[config.mk]
export PLATFORM = sky130hd
export DESIGN_NAME = psram_arbiter
export DESIGN_NICKNAME = d
export VERILOG_FILES = /design/src/rtl/psram_pkg.sv /design/src/rtl/psram_arbiter_rr_arb2.sv /design/src/rtl/psram_arbiter.sv
export SDC_FILE = /design/constraint.sdc
export NUM_CORES = 1
export LEC_CHECK = 0
export CAP_MARGIN = 10
export CORE_UTILIZATION = 46
export CTS_BUF_LIST = sky130_fd_sc_hd__clkbuf_4 sky130_fd_sc_hd__clkbuf_8
export CTS_CLUSTER_SIZE = 25
export DETAILED_ROUTE_END_ITERATION = 10
export GPL_TIMING_DRIVEN = 0
export HOLD_SLACK_MARGIN = 0.12
export PLACE_DENSITY = 0.92
export SLEW_MARGIN = 20
export SYNTH_ARGS = -nofsm -noshare
export SYNTH_HDL_FRONTEND = slang
export SYNTH_SLANG_ARGS = --single-unit
export TNS_END_PERCENT = 5
[constraint.sdc]
create_clock -name clk_out -period 2 [get_ports clk_out]
set_clock_uncertainty 0.1 [all_clocks]
set_input_delay 0.4 -clock clk_out [delete_from_list [all_inputs] [get_ports clk_out]]
set_output_delay 0.4 -clock clk_out [all_outputs]
set_load 0.01 [all_outputs]
[src/rtl/psram_pkg.sv]
// PSRAM arbiter shared types and constants.
// State encoding, data-mask codes and timing defaults.
package psram_pkg;

    typedef enum logic [2:0] {
        IDLE,
        ISSUE,
        WAIT,
        DONE,
        GAP
    } state_t;

    localparam logic [3:0] MASK_WORD = 4'b0011;
    localparam logic [3:0] MASK_LO   = 4'b1011;
    localparam logic [3:0] MASK_HI   = 4'b0111;
    localparam logic [3:0] MASK_NONE = 4'b1111;

    localparam int T_CMD_DEF      = 14;
    localparam int RD_TIMEOUT_DEF = 64;

    // Write data sits in lanes 3:2; an odd byte keeps lane 3 only.
    function automatic logic [3:0] mask_for(
        input logic we,
        input logic bt,
        input logic a0
    );
        if (!we)
            return MASK_NONE;
        if (!bt)
            return MASK_WORD;
        return a0 ? MASK_HI : MASK_LO;
    endfunction

endpackage

[src/rtl/psram_arbiter_rr_arb2.sv]
// Two-way round-robin grant for the PSRAM arbiter.
// On a tie the port not granted last wins.
module rr_arb2 (
    input  logic [1:0] req,
    input  logic       last,
    output logic [1:0] grant
);

    // Tie goes to the port opposite the last grant.
    always_comb begin
        grant = 2'b00;
        if (req == 2'b11)
            grant = last ? 2'b01 : 2'b10;
        else
            grant = req;
    end

endmodule

[src/rtl/psram_arbiter.sv]
// Two-port arbiter in front of a PSRAM controller user port.
// One command per grant, paced by T_CMD, with read timeout.
module psram_arbiter
    import psram_pkg::*;
#(
    parameter int T_CMD      = T_CMD_DEF,
    parameter int RD_TIMEOUT = RD_TIMEOUT_DEF
) (
    input  logic        clk_out,
    input  logic        rst_n,
    input  logic        init_calib,
    input  logic        req0,
    input  logic        we0,
    input  logic        byte0,
    input  logic [21:0] addr0,
    input  logic [15:0] wdata0,
    output logic        ack0,
    output logic [15:0] rdata0,
    input  logic        req1,
    input  logic        we1,
    input  logic        byte1,
    input  logic [21:0] addr1,
    input  logic [15:0] wdata1,
    output logic        ack1,
    output logic [15:0] rdata1,
    output logic        err,
    output logic        cmd,
    output logic        cmd_en,
    output logic [20:0] addr,
    output logic [31:0] wr_data,
    output logic [3:0]  data_mask,
    input  logic [31:0] rd_data,
    input  logic        rd_data_valid,
    output logic        busy
);

    localparam logic [5:0] CNT_DONE = 6'(T_CMD - 1);
    localparam logic [5:0] CNT_TO   = 6'(RD_TIMEOUT - 1);

    state_t      state;
    logic [1:0]  gnt;
    logic        last;
    logic        sel;
    logic        lat_we;
    logic        lat_byte;
    logic [21:0] lat_addr;
    logic [15:0] lat_wdata;
    logic [5:0]  cnt;
    logic        got;
    logic        err_pend;
    logic        rd_wait;
    logic        unused_bits;

    assign busy        = (state != IDLE);
    assign rd_wait     = !lat_we && !got;
    assign unused_bits = ^rd_data[15:0];

    rr_arb2 u_arb (
        .req   ({req1, req0}),
        .last  (last),
        .grant (gnt)
    );

    // Transaction sequencer; all controller and requester outputs registered.
    always_ff @(posedge clk_out or negedge rst_n) begin
        if (!rst_n) begin
            state     <= IDLE;
            last      <= 1'b1;
            sel       <= 1'b0;
            lat_we    <= 1'b0;
            lat_byte  <= 1'b0;
            lat_addr  <= '0;
            lat_wdata <= '0;
            cnt       <= '0;
            got       <= 1'b0;
            err_pend  <= 1'b0;
            cmd       <= 1'b0;
            cmd_en    <= 1'b0;
            addr      <= '0;
            wr_data   <= '0;
            data_mask <= MASK_NONE;
            ack0      <= 1'b0;
            ack1      <= 1'b0;
            err       <= 1'b0;
            rdata0    <= '0;
            rdata1    <= '0;
        end else begin
            cmd_en    <= 1'b0;
            ack0      <= 1'b0;
            ack1      <= 1'b0;
            err       <= 1'b0;
            data_mask <= MASK_NONE;
            unique case (state)
                IDLE: begin
                    if (init_calib && gnt != 2'b00) begin
                        sel       <= gnt[1];
                        last      <= gnt[1];
                        lat_we    <= gnt[1] ? we1 : we0;
                        lat_byte  <= gnt[1] ? byte1 : byte0;
                        lat_addr  <= gnt[1] ? addr1 : addr0;
                        lat_wdata <= gnt[1] ? wdata1 : wdata0;
                        cnt       <= '0;
                        got       <= 1'b0;
                        err_pend  <= 1'b0;
                        state     <= ISSUE;
                    end
                end
                ISSUE: begin
                    cmd_en    <= 1'b1;
                    cmd       <= lat_we;
                    addr      <= lat_addr[21:1];
                    wr_data   <= {lat_wdata, 16'h0000};
                    data_mask <= mask_for(lat_we, lat_byte, lat_addr[0]);
                    cnt       <= cnt + 6'd1;
                    state     <= WAIT;
                end
                WAIT: begin
                    if (cnt != 6'h3f)
                        cnt <= cnt + 6'd1;
                    if (rd_wait && rd_data_valid) begin
                        got <= 1'b1;
                        if (sel)
                            rdata1 <= rd_data[31:16];
                        else
                            rdata0 <= rd_data[31:16];
                    end
                    if (rd_wait && !rd_data_valid && cnt >= CNT_TO) begin
                        if (sel)
                            rdata1 <= 16'hFFFF;
                        else
                            rdata0 <= 16'hFFFF;
                        err_pend <= 1'b1;
                        state    <= DONE;
                    end else if (cnt >= CNT_DONE && !rd_wait) begin
                        state <= DONE;
                    end
                end
                DONE: begin
                    ack0  <= !sel;
                    ack1  <= sel;
                    err   <= err_pend;
                    state <= GAP;
                end
                GAP: begin
                    state <= IDLE;
                end
                default: begin
                    state <= IDLE;
                end
            endcase
        end
    end

endmodule

==> results_tabular.tex <==
\begin{tabular}{lr}
\hline
Metric & Value \\
\hline
\multicolumn{2}{l}{\textbf{Outcome}} \\
\quad Outcome & finished with violations \\
\quad Failing checks & design-rule violations \\
\multicolumn{2}{l}{\textbf{Finish}} \\
\quad Area added between synthesis and finish & 45.98\% \\
\quad Nets & between 800 and 900 \\
\quad Final standard cell utilization of the core & 68.61\% \\
\quad Sequential cell area & between 3000 and 4000 sq um \\
\quad Area occupied by multi-input gates & 2155 sq um \\
\quad Fill count & 855 \\
\quad Proportion of layout cells with a drive suffix above 1 & 20.71\% \\
\quad Final antenna diode count & 0 \\
\multicolumn{2}{l}{\textbf{Setup path}} \\
\quad Reg2Reg Launch Point & state[1] \\
\quad Sort of element at the end of the critical path & output pin \\
\quad Worst R2R End & lat\_addr[7] \\
\quad Category of the worst setup path launch point & register \\
\quad Reg2Reg Depth & 8 \\
\quad Worst path arrival time & 1.48 ns \\
\quad Worst-path maximum fanout & 8 \\
\quad Setup CP Type & register to output pin \\
\quad Critical path required time & 1.50 ns \\
\quad Register-to-register setup slack & around 0.050 ns \\
\multicolumn{2}{l}{\textbf{Clock tree}} \\
\quad Number of H-tree branching levels & 4 \\
\quad Clock Tree Root & sky130\_fd\_sc\_hd\_\_clkbuf\_8 \\
\quad Worst-Skew Late Latency & 0.43 ns \\
\quad Sinks on the clock net & around 130 \\
\quad Longest Clk Path Bufs & 2 \\
\quad Clk slew on worst S/H paths & $\sim$0.07 ns \\
\quad Clock tree from TritonCTS & done \\
\quad Number of buffers created by CTS & 17 \\
\multicolumn{2}{l}{\textbf{Power}} \\
\quad Power dissipated by switching net loads & 3.640 mW \\
\quad Sw Share & between 30\% and 40\% \\
\quad Leakage power summed over all cells & 3.666 nW \\
\quad Areal power density over the cells & 1357 nW/um\^{}2 \\
\quad Internal power & 7.498 mW \\
\quad Combinational fraction of design power & about two fifths \\
\quad Highest ir drop seen on vdd & 0.6975 mV \\
\quad Fraction of power consumed by sequential logic & 39.2\% \\
\quad Share of total power in the clock network & 21.2\% \\
\multicolumn{2}{l}{\textbf{Floorplanning}} \\
\quad Area of the core region & between 10000 and 15000 sq um \\
\quad Number of primary I/O pins & 213 \\
\quad Starting Density & approximately 47\% \\
\quad Die X-Extent & 112.6 um \\
\quad Number of standard-cell rows in the floorplan & 40 \\
\quad Die outline area & 12670 sq um \\
\quad Vert. Die Dim & 112.6 um \\
\multicolumn{2}{l}{\textbf{STA}} \\
\quad Slew at the pin closest to its max-slew limit & $\sim$0.60 ns \\
\quad Min Clock Period, post-route & 1.981 ns \\
\quad FMAX & 504.8 MHz \\
\quad Setup\_tns & 0 ns \\
\quad Setup-violating endpoint count in the final report & 0 \\
\quad Unrepaired setup endpoints after global routing & yes \\
\quad Total count of hold-check failures in the final report & 0 \\
\quad Final Max Tran Viols & 0 \\
\quad Headroom to the max-slew limit & $\sim$60\% \\
\quad Ratio of final minimum period to clock period & 99.06\% \\
\multicolumn{2}{l}{\textbf{Synthesis}} \\
\quad Instance count of the mapped netlist & 465 \\
\quad Portion of synthesized cell area occupied by the leading cell type & approximately 56\% \\
\quad Netlist cell types & 44 \\
\quad Flip-flop and latch count after synthesis & 129 \\
\quad Summed instance area of the synthesized netlist & 5622 sq um \\
\quad Cell taking the most area after synthesis & sky130\_fd\_sc\_hd\_\_dfrtp\_1 \\
\quad Number of warnings reported in the yosys synthesis log & 0 \\
\quad Sequential fraction of the synthesis area & 57.49\% \\
\quad Synth top area cells & sky130\_fd\_sc\_hd\_\_dfrtp\_1 56\%, sky130\_fd\_sc\_hd\_\_mux2i\_1 7.8\%, sky130\_fd\_sc\_hd\_\_mux2\_2 7.8\% \\
\quad Post-synthesis average cell area & 12.09 sq um \\
\multicolumn{2}{l}{\textbf{GRT}} \\
\quad Total global routing overflow & 0 \\
\quad Number of global-route vias before repair & approximately 4500 \\
\quad Wire length of the first global-routing pass & 22050 um \\
\quad Maximum number of pins on one net before global-route repair & 66 \\
\quad GRT Overall Usage & 22.71\% \\
\quad Antenna violations before repair & 0 \\
\multicolumn{2}{l}{\textbf{Min path}} \\
\quad Worst hold path depth & 3 \\
\quad WHS Endpoint & got \\
\quad Class of the tightest hold or removal check & primary input to register \\
\quad Hold path startpoint & rd\_data\_valid \\
\multicolumn{2}{l}{\textbf{Route}} \\
\quad DRC violations left & 1 \\
\quad Via count of the routed design & 4357 \\
\quad Detailed-route vias per instance & $\sim$5 \\
\quad WL/cell & 16.29 um \\
\quad Remaining number of nets flagged by the antenna check after routing & 0 \\
\quad Total Routed Length & 13800 um \\
\quad First-pass detailed-route iteration total & 7 \\
\quad Drt first-iter violations & approximately 280 \\
\multicolumn{2}{l}{\textbf{Place}} \\
\quad Gp weighted congestion & 0.7866 \\
\quad Count of buffers inserted at the top-level ports & 178 \\
\quad Post-DP HPWL & between 10000 and 15000 um \\
\multicolumn{2}{l}{\textbf{Flow run}} \\
\quad Max-cap violations & 0 \\
\hline
\end{tabular}
==> through the flow <==
stage | hold WS, ns | std cells | total power [mW] | setup WS (ns) | area (sq um)
final | 0.3195 | 847 | 11.14 | 0.01887 | 8207
after CTS | 0.3660 | 841 | 11.17 | -0.1006 | 8125
after global placement | 0.3537 | 806 | 8.531 | -4.155 | 7647
after detailed placement | 0.3248 | 807 | 8.790 | -0.5389 | 7676
after floorplan | 0.004409 | 481 | 6.596 | 0.1783 | 5682
after global routing | 0.3122 | 847 | 11.79 | -0.03907 | 8207
==> worst max-delay path by stage <==
stage | start | to | slack, ns | cells past startpoint
3_3_place_gp | rst_n | lat_wdata[12] | -4.15 | 1
6_report | state[1] | busy | 0.02 | 3
3_5_place_dp | req1 | lat_addr[17] | -0.54 | 6
4_1_cts | cnt[0] | register | -0.10 | 6
2_1_floorplan | state[1] | lat_we | 0.18 | 8
5_1_grt | state[1] | busy | -0.04 | 3
==> routing by layer <==
metal  GRT usage (%)  wire length [um]
met2           40.08              7120
met4           9.067               201
met1           26.40              5617
met3           5.778               857
met5               0                 0
==> cells in the mapped netlist <==
cell,instances
sky130_fd_sc_hd__dfrtp_1,126
sky130_fd_sc_hd__nand2_1,57
sky130_fd_sc_hd__mux2i_1,44
sky130_fd_sc_hd__mux2_2,39
sky130_fd_sc_hd__o21ai_1,30
sky130_fd_sc_hd__buf_4,18
sky130_fd_sc_hd__a21oi_1,16
sky130_fd_sc_hd__o2bb2ai_1,15
sky130_fd_sc_hd__o21ai_0,14
sky130_fd_sc_hd__buf_2,13
sky130_fd_sc_hd__o22a_1,12
sky130_fd_sc_hd__buf_6,7
sky130_fd_sc_hd__nor2_1,7
sky130_fd_sc_hd__inv_1,6
sky130_fd_sc_hd__and2_1,5
sky130_fd_sc_hd__clkbuf_1,5
sky130_fd_sc_hd__nand3_1,4
sky130_fd_sc_hd__nor3_1,4
sky130_fd_sc_hd__o22a_2,4
sky130_fd_sc_hd__a21boi_0,3
sky130_fd_sc_hd__clkbuf_2,3
sky130_fd_sc_hd__dfstp_2,3
sky130_fd_sc_hd__ha_1,3
sky130_fd_sc_hd__nand2b_1,3
sky130_fd_sc_hd__nor3b_1,3
sky130_fd_sc_hd__a22o_1,2
sky130_fd_sc_hd__conb_1,2
sky130_fd_sc_hd__a211o_1,1
sky130_fd_sc_hd__a21o_2,1
sky130_fd_sc_hd__a31oi_1,1
sky130_fd_sc_hd__and2_0,1
sky130_fd_sc_hd__nand4_1,1
sky130_fd_sc_hd__nor2b_1,1
sky130_fd_sc_hd__nor3b_4,1
sky130_fd_sc_hd__nor4_4,1
sky130_fd_sc_hd__o21ba_2,1
sky130_fd_sc_hd__o221ai_1,1
sky130_fd_sc_hd__o22ai_1,1
sky130_fd_sc_hd__o31ai_1,1
sky130_fd_sc_hd__o32a_1,1
sky130_fd_sc_hd__or2_1,1
sky130_fd_sc_hd__or3_4,1
sky130_fd_sc_hd__or3b_1,1
sky130_fd_sc_hd__xor2_1,1
==> cell usage in the layout (no fill, tap or decap), types with 6 or more instances in the layout <==
master / instances
sky130_fd_sc_hd__o22a_1: 12
sky130_fd_sc_hd__clkbuf_2: 6
sky130_fd_sc_hd__mux2i_1: 44
sky130_fd_sc_hd__clkbuf_8: 18
sky130_fd_sc_hd__o21ai_0: 13
sky130_fd_sc_hd__buf_6: 8
sky130_fd_sc_hd__nand2_1: 57
sky130_fd_sc_hd__o2bb2ai_1: 15
sky130_fd_sc_hd__a21oi_1: 16
sky130_fd_sc_hd__clkinv_4: 6
sky130_fd_sc_hd__buf_2: 15
sky130_fd_sc_hd__dfrtp_1: 125
sky130_fd_sc_hd__clkdlybuf4s50_1: 173
sky130_fd_sc_hd__buf_4: 25
sky130_fd_sc_hd__mux2_2: 39
sky130_fd_sc_hd__inv_1: 6
sky130_fd_sc_hd__o21ai_1: 30
sky130_fd_sc_hd__nor2_1: 7
sky130_fd_sc_hd__conb_1: 18
==> cell families after synthesis <==
logic type,after synthesis,synth area share (%)
adder cells (fa/ha/maj),3,0.6678
AO/OA/AOI/OAI,104,12.15
AND/OR/NAND/NOR,91,7.790
multiplexers,83,15.65
XOR/XNOR,1,0.1558
buffers and inverters,52,5.965
flip-flops,129,57.49
other,2,0.1336
==> power groups by stage <==
stage	Clock, mW	Sequential (mW)	Combinational [mW]
after detailed placement	0	4.40	4.39
after floorplan	0	4.54	2.05
after global routing	2.53	4.50	4.76
after CTS	2.40	4.37	4.40
after global placement	0	4.33	4.20
final	2.36	4.36	4.42
==> critical path, stage by stage (launching register included) <==
cell	delay, ns
sky130_fd_sc_hd__dfrtp_1	0.37
sky130_fd_sc_hd__buf_6	0.13
sky130_fd_sc_hd__or3_4	0.39
sky130_fd_sc_hd__buf_2	0.16
==> what timing repair did <==
item	CTS	global route
buffers inserted	1	5
hold buffers	1	0
endpoints found under the hold margin	64	0
gates resized for setup	11	15
cloned	0	1
endpoints found under the setup margin	69	97
pin swaps	0	1
==> area by class of cell <==
| class | count | share of cell area, % |
|---|---|---|
| sequential | 129 | 39.40 |
| multi-input combinational | 300 | 26.25 |
| timing repair buffer | 187 | 22.73 |
| buffer | 46 | 3.903 |
| clock buffer | 18 | 3.019 |
| tap | 147 | 2.241 |
| clock inverter | 14 | 2.180 |
| inverter | 6 | 0.2744 |
No activity file was read; power rests on OpenSTA's default activity.
==> variant 1: new RTL, same flow settings <==
The 5 states of `state_t` get a Gray code encoding in 3 bits.
--- a/src/rtl/psram_pkg.sv
+++ b/src/rtl/psram_pkg.sv
@@ -3,11 +3,11 @@
 package psram_pkg;
 
     typedef enum logic [2:0] {
-        IDLE,
-        ISSUE,
-        WAIT,
-        DONE,
-        GAP
+        IDLE  = 3'b000,
+        ISSUE = 3'b001,
+        WAIT  = 3'b011,
+        DONE  = 3'b010,
+        GAP   = 3'b110
     } state_t;
 
     localparam logic [3:0] MASK_WORD = 4'b0011;
Behaviour: no difference found for any inputs over 10 cycles, from zero or initial values and one cycle with rst_n low; not proved beyond that.
==> variant 1 against the original RTL <==
  * The flow still finishes with violations (DRC)
  * Setup slack worse by 0.0045 ns
  * Design area shrank 0.85%
  * Routed wire length shrank 2.2%
  * Die area is 2.1% lower
  * Area after synthesis decreased by 2.1%
  * Maximum frequency is 0.23% lower
  * Power rose by 1.6%
  * Sequential cell count is the same
  * Largest power group is now registers
==> variant 1: results <==
export IMPL_arrival_ns=2.20
export IMPL_final_nets=783
export IMPL_post_synth_fa_ha_maj_area_fraction=0.006823
export IMPL_inverters_excl_clock=3
export IMPL_area_growth_pct=47.90
export IMPL_yosysUniqueCellTypes=42
export IMPL_synth_compound_area_frac=0.1094
export IMPL_wl_per_cell_um=16.50
export IMPL_min_delay_path_class="reg -> reg"
export IMPL_drc_errors=35
export IMPL_multi_input_area_share=0.2527
export IMPL_peakVddDrop_v=0.0005877
export IMPL_whs_ns=0.3781
export IMPL_met2_usage=0.4000
export IMPL_slowest_delay_ns=0.43
export IMPL_gp_congestion=0.8092
export IMPL_drt_initial_drc_count=264
export IMPL_hold_path_endpoint="lat_addr[15]"
export IMPL_synthMuxAreaShare=0.1601
export IMPL_grt_pass1_wl_um=21950
export IMPL_wl_met1_um=5455
export IMPL_multi_input_cells=278
export IMPL_r2r_start="state[2]"
export IMPL_grt_use_met1=0.2710
export IMPL_min_path_cells=2
export IMPL_tightest_slew_ns=0.5998
export IMPL_cpMaxStageDelayCell="dfrtp_1"
export IMPL_syn_avg_cell_area_um2=12.56
export IMPL_placed_area_mm2=0.007551
export IMPL_grt_pass1_vias=4433
export IMPL_regArea_mm2=0.003234
export IMPL_met3_length_um=878
export IMPL_fillCellCount=816
export IMPL_post_dp_hpwl_um=9925
export IMPL_synth_common_cells="dfrtp_1 (126), nand2_1 (46), mux2i_1 (43), o21ai_0 (43), mux2_2 (39)"
export IMPL_violations="DRC"
export IMPL_synth_xor_area_frac=0
export IMPL_outcome="finished, violations left"
export IMPL_vias_per_cell=5.192
export IMPL_r2r_cells=7
## variant 1: cell types whose count changed after synthesis, moves of 4 or more
| cell | change |
|---|---|
| o2bb2ai_1 | -15 |
| a21oi_1 | -12 |
| o22a_1 | +20 |
| o22a_2 | -4 |
| o21ai_1 | -30 |
| nand2_1 | -11 |
| o21ai_0 | +29 |
## variant 1: how the worst max path moves through the flow
stage	start	to	slack, ns	cells after the start
2_1_floorplan	state[2]	addr[0]	0.35	5
3_3_place_gp	rst_n	lat_addr[5]	-4.23	1
3_5_place_dp	req1	lat_addr[21]	-0.38	6
4_1_cts	state[2]	register	0.02	6
5_1_grt	state[2]	rdata0[15]	-0.05	7
6_report	state[2]	register	0.01	7
## variant 1: where the power goes
part | internal (mW) | switching [mW]
Combinational | 2.62 | 1.86
Sequential | 3.79 | 0.703
Clock | 1.29 | 1.06
## variant 1: timing repair
item,CTS,global route
resized for setup,8,13
hold endpoints to repair,65,0
buffers inserted,4,4
gates cloned,0,1
pin swaps,1,1
hold buffers,1,0
setup endpoints to repair,43,48
==> variant 2: new RTL, same settings <==
Made on the original files. `RD_TIMEOUT_DEF`: 64 -> 32.
--- a/src/rtl/psram_pkg.sv
+++ b/src/rtl/psram_pkg.sv
@@ -16,7 +16,7 @@
     localparam logic [3:0] MASK_NONE = 4'b1111;
 
     localparam int T_CMD_DEF      = 14;
-    localparam int RD_TIMEOUT_DEF = 64;
+    localparam int RD_TIMEOUT_DEF = 32;
 
     // Write data sits in lanes 3:2; an odd byte keeps lane 3 only.
     function automatic logic [3:0] mask_for(
Behaviour: same outputs for any inputs over 10 cycles, from zero or initial values and one cycle with rst_n low; that may be too few to reach the edited logic, so the function may still have changed.
==> variant 2 against the original RTL <==
  * The flow finishes with violations (setup timing)
  * Routed wire length up 3.7%
  * Design area rose by 0.15%
  * Synthesized cell count grew 5.6%
  * Count of clock-buffer cells in the layout stayed put
  * Setup slack worse by 0.023 ns
  * Via count increased by 3.7%
  * Combinational power down 0.9%
  * Sequential cell count unchanged
  * Power down 0.52%
  * Maximum frequency is 1.1% lower
  * Die area is 0.35% higher
  * Non-clock buffer count shrank 2
  * Area after synthesis increased by 0.36%
  * Core utilization grew 0.10 points
  * Critical path type is now reg -> reg
  * Critical endpoint is now cnt[5]
  * Largest power group unchanged
==> variant 2: results <==
export IMPL_nNonClkBuffers=231
export IMPL_portBuffers=177
export IMPL_peakVddDrop_v=0.0009168
export IMPL_regArea_mm2=0.003234
export IMPL_yosysUniqueCellTypes=47
export IMPL_outcome="finished, violations left"
export IMPL_fillCellCount=837
export IMPL_sw_frac_of_total=0.3366
export IMPL_final_nets=831
export IMPL_min_path_cells=4
export IMPL_violations="setup timing"
export IMPL_fin_ws_ns=-0.004072
export IMPL_dr_wl_met2_um=7412
export IMPL_p_leak_nw=3.684
export IMPL_setup_violations_final=1
export IMPL_drt_initial_drc_count=275
export IMPL_slowest_delay_ns=0.45
export IMPL_grt_use_met1=0.2729
export IMPL_synthMuxAreaShare=0.1521
export IMPL_wl_per_cell_um=16.45
export IMPL_synth_compound_area_frac=0.1226
export IMPL_vias_per_cell=5.193
export IMPL_post_dp_hpwl_um=10520
export IMPL_bufAreaShareNonClock=0.2617
export IMPL_grt_pass1_wl_um=22920
export IMPL_cp_startpoint="cnt[0]"
[variant 2: cell types whose count changed after synthesis, sizes merged, moves of 2 or more]
cell and change:
a21oi +16, o21ai +16, o22a -16, nand2 +7, nor2 +6, mux2i -4, o2bb2ai -4, o2111ai +2
or3 +2
[variant 2: what timing repair did]
item	CTS	global route
setup endpoints to repair	78	93
pin swaps	2	2
resized for setup	18	11
hold buffers	1	0
endpoints found under the hold margin	66	0
buffers inserted	0	5
[variant 2: stage by stage]
| step | setup TNS [ns] | power [mW] | instance area, um2 | util | instances |
|---|---|---|---|---|---|
| floorplan | 0 | 6.515 | 5702 | - | 507 |
| global placement | -557.49 | 8.434 | 7657 | 0.6402 | 831 |
| detailed placement | -24.11 | 8.684 | 7686 | 0.6426 | 832 |
| CTS | -0.9411 | 11.05 | 8132 | 0.6798 | 865 |
| global route | -1.038 | 11.73 | 8219 | 0.6871 | 870 |
| finish | -0.004072 | 11.08 | 8219 | 0.6871 | 870 |
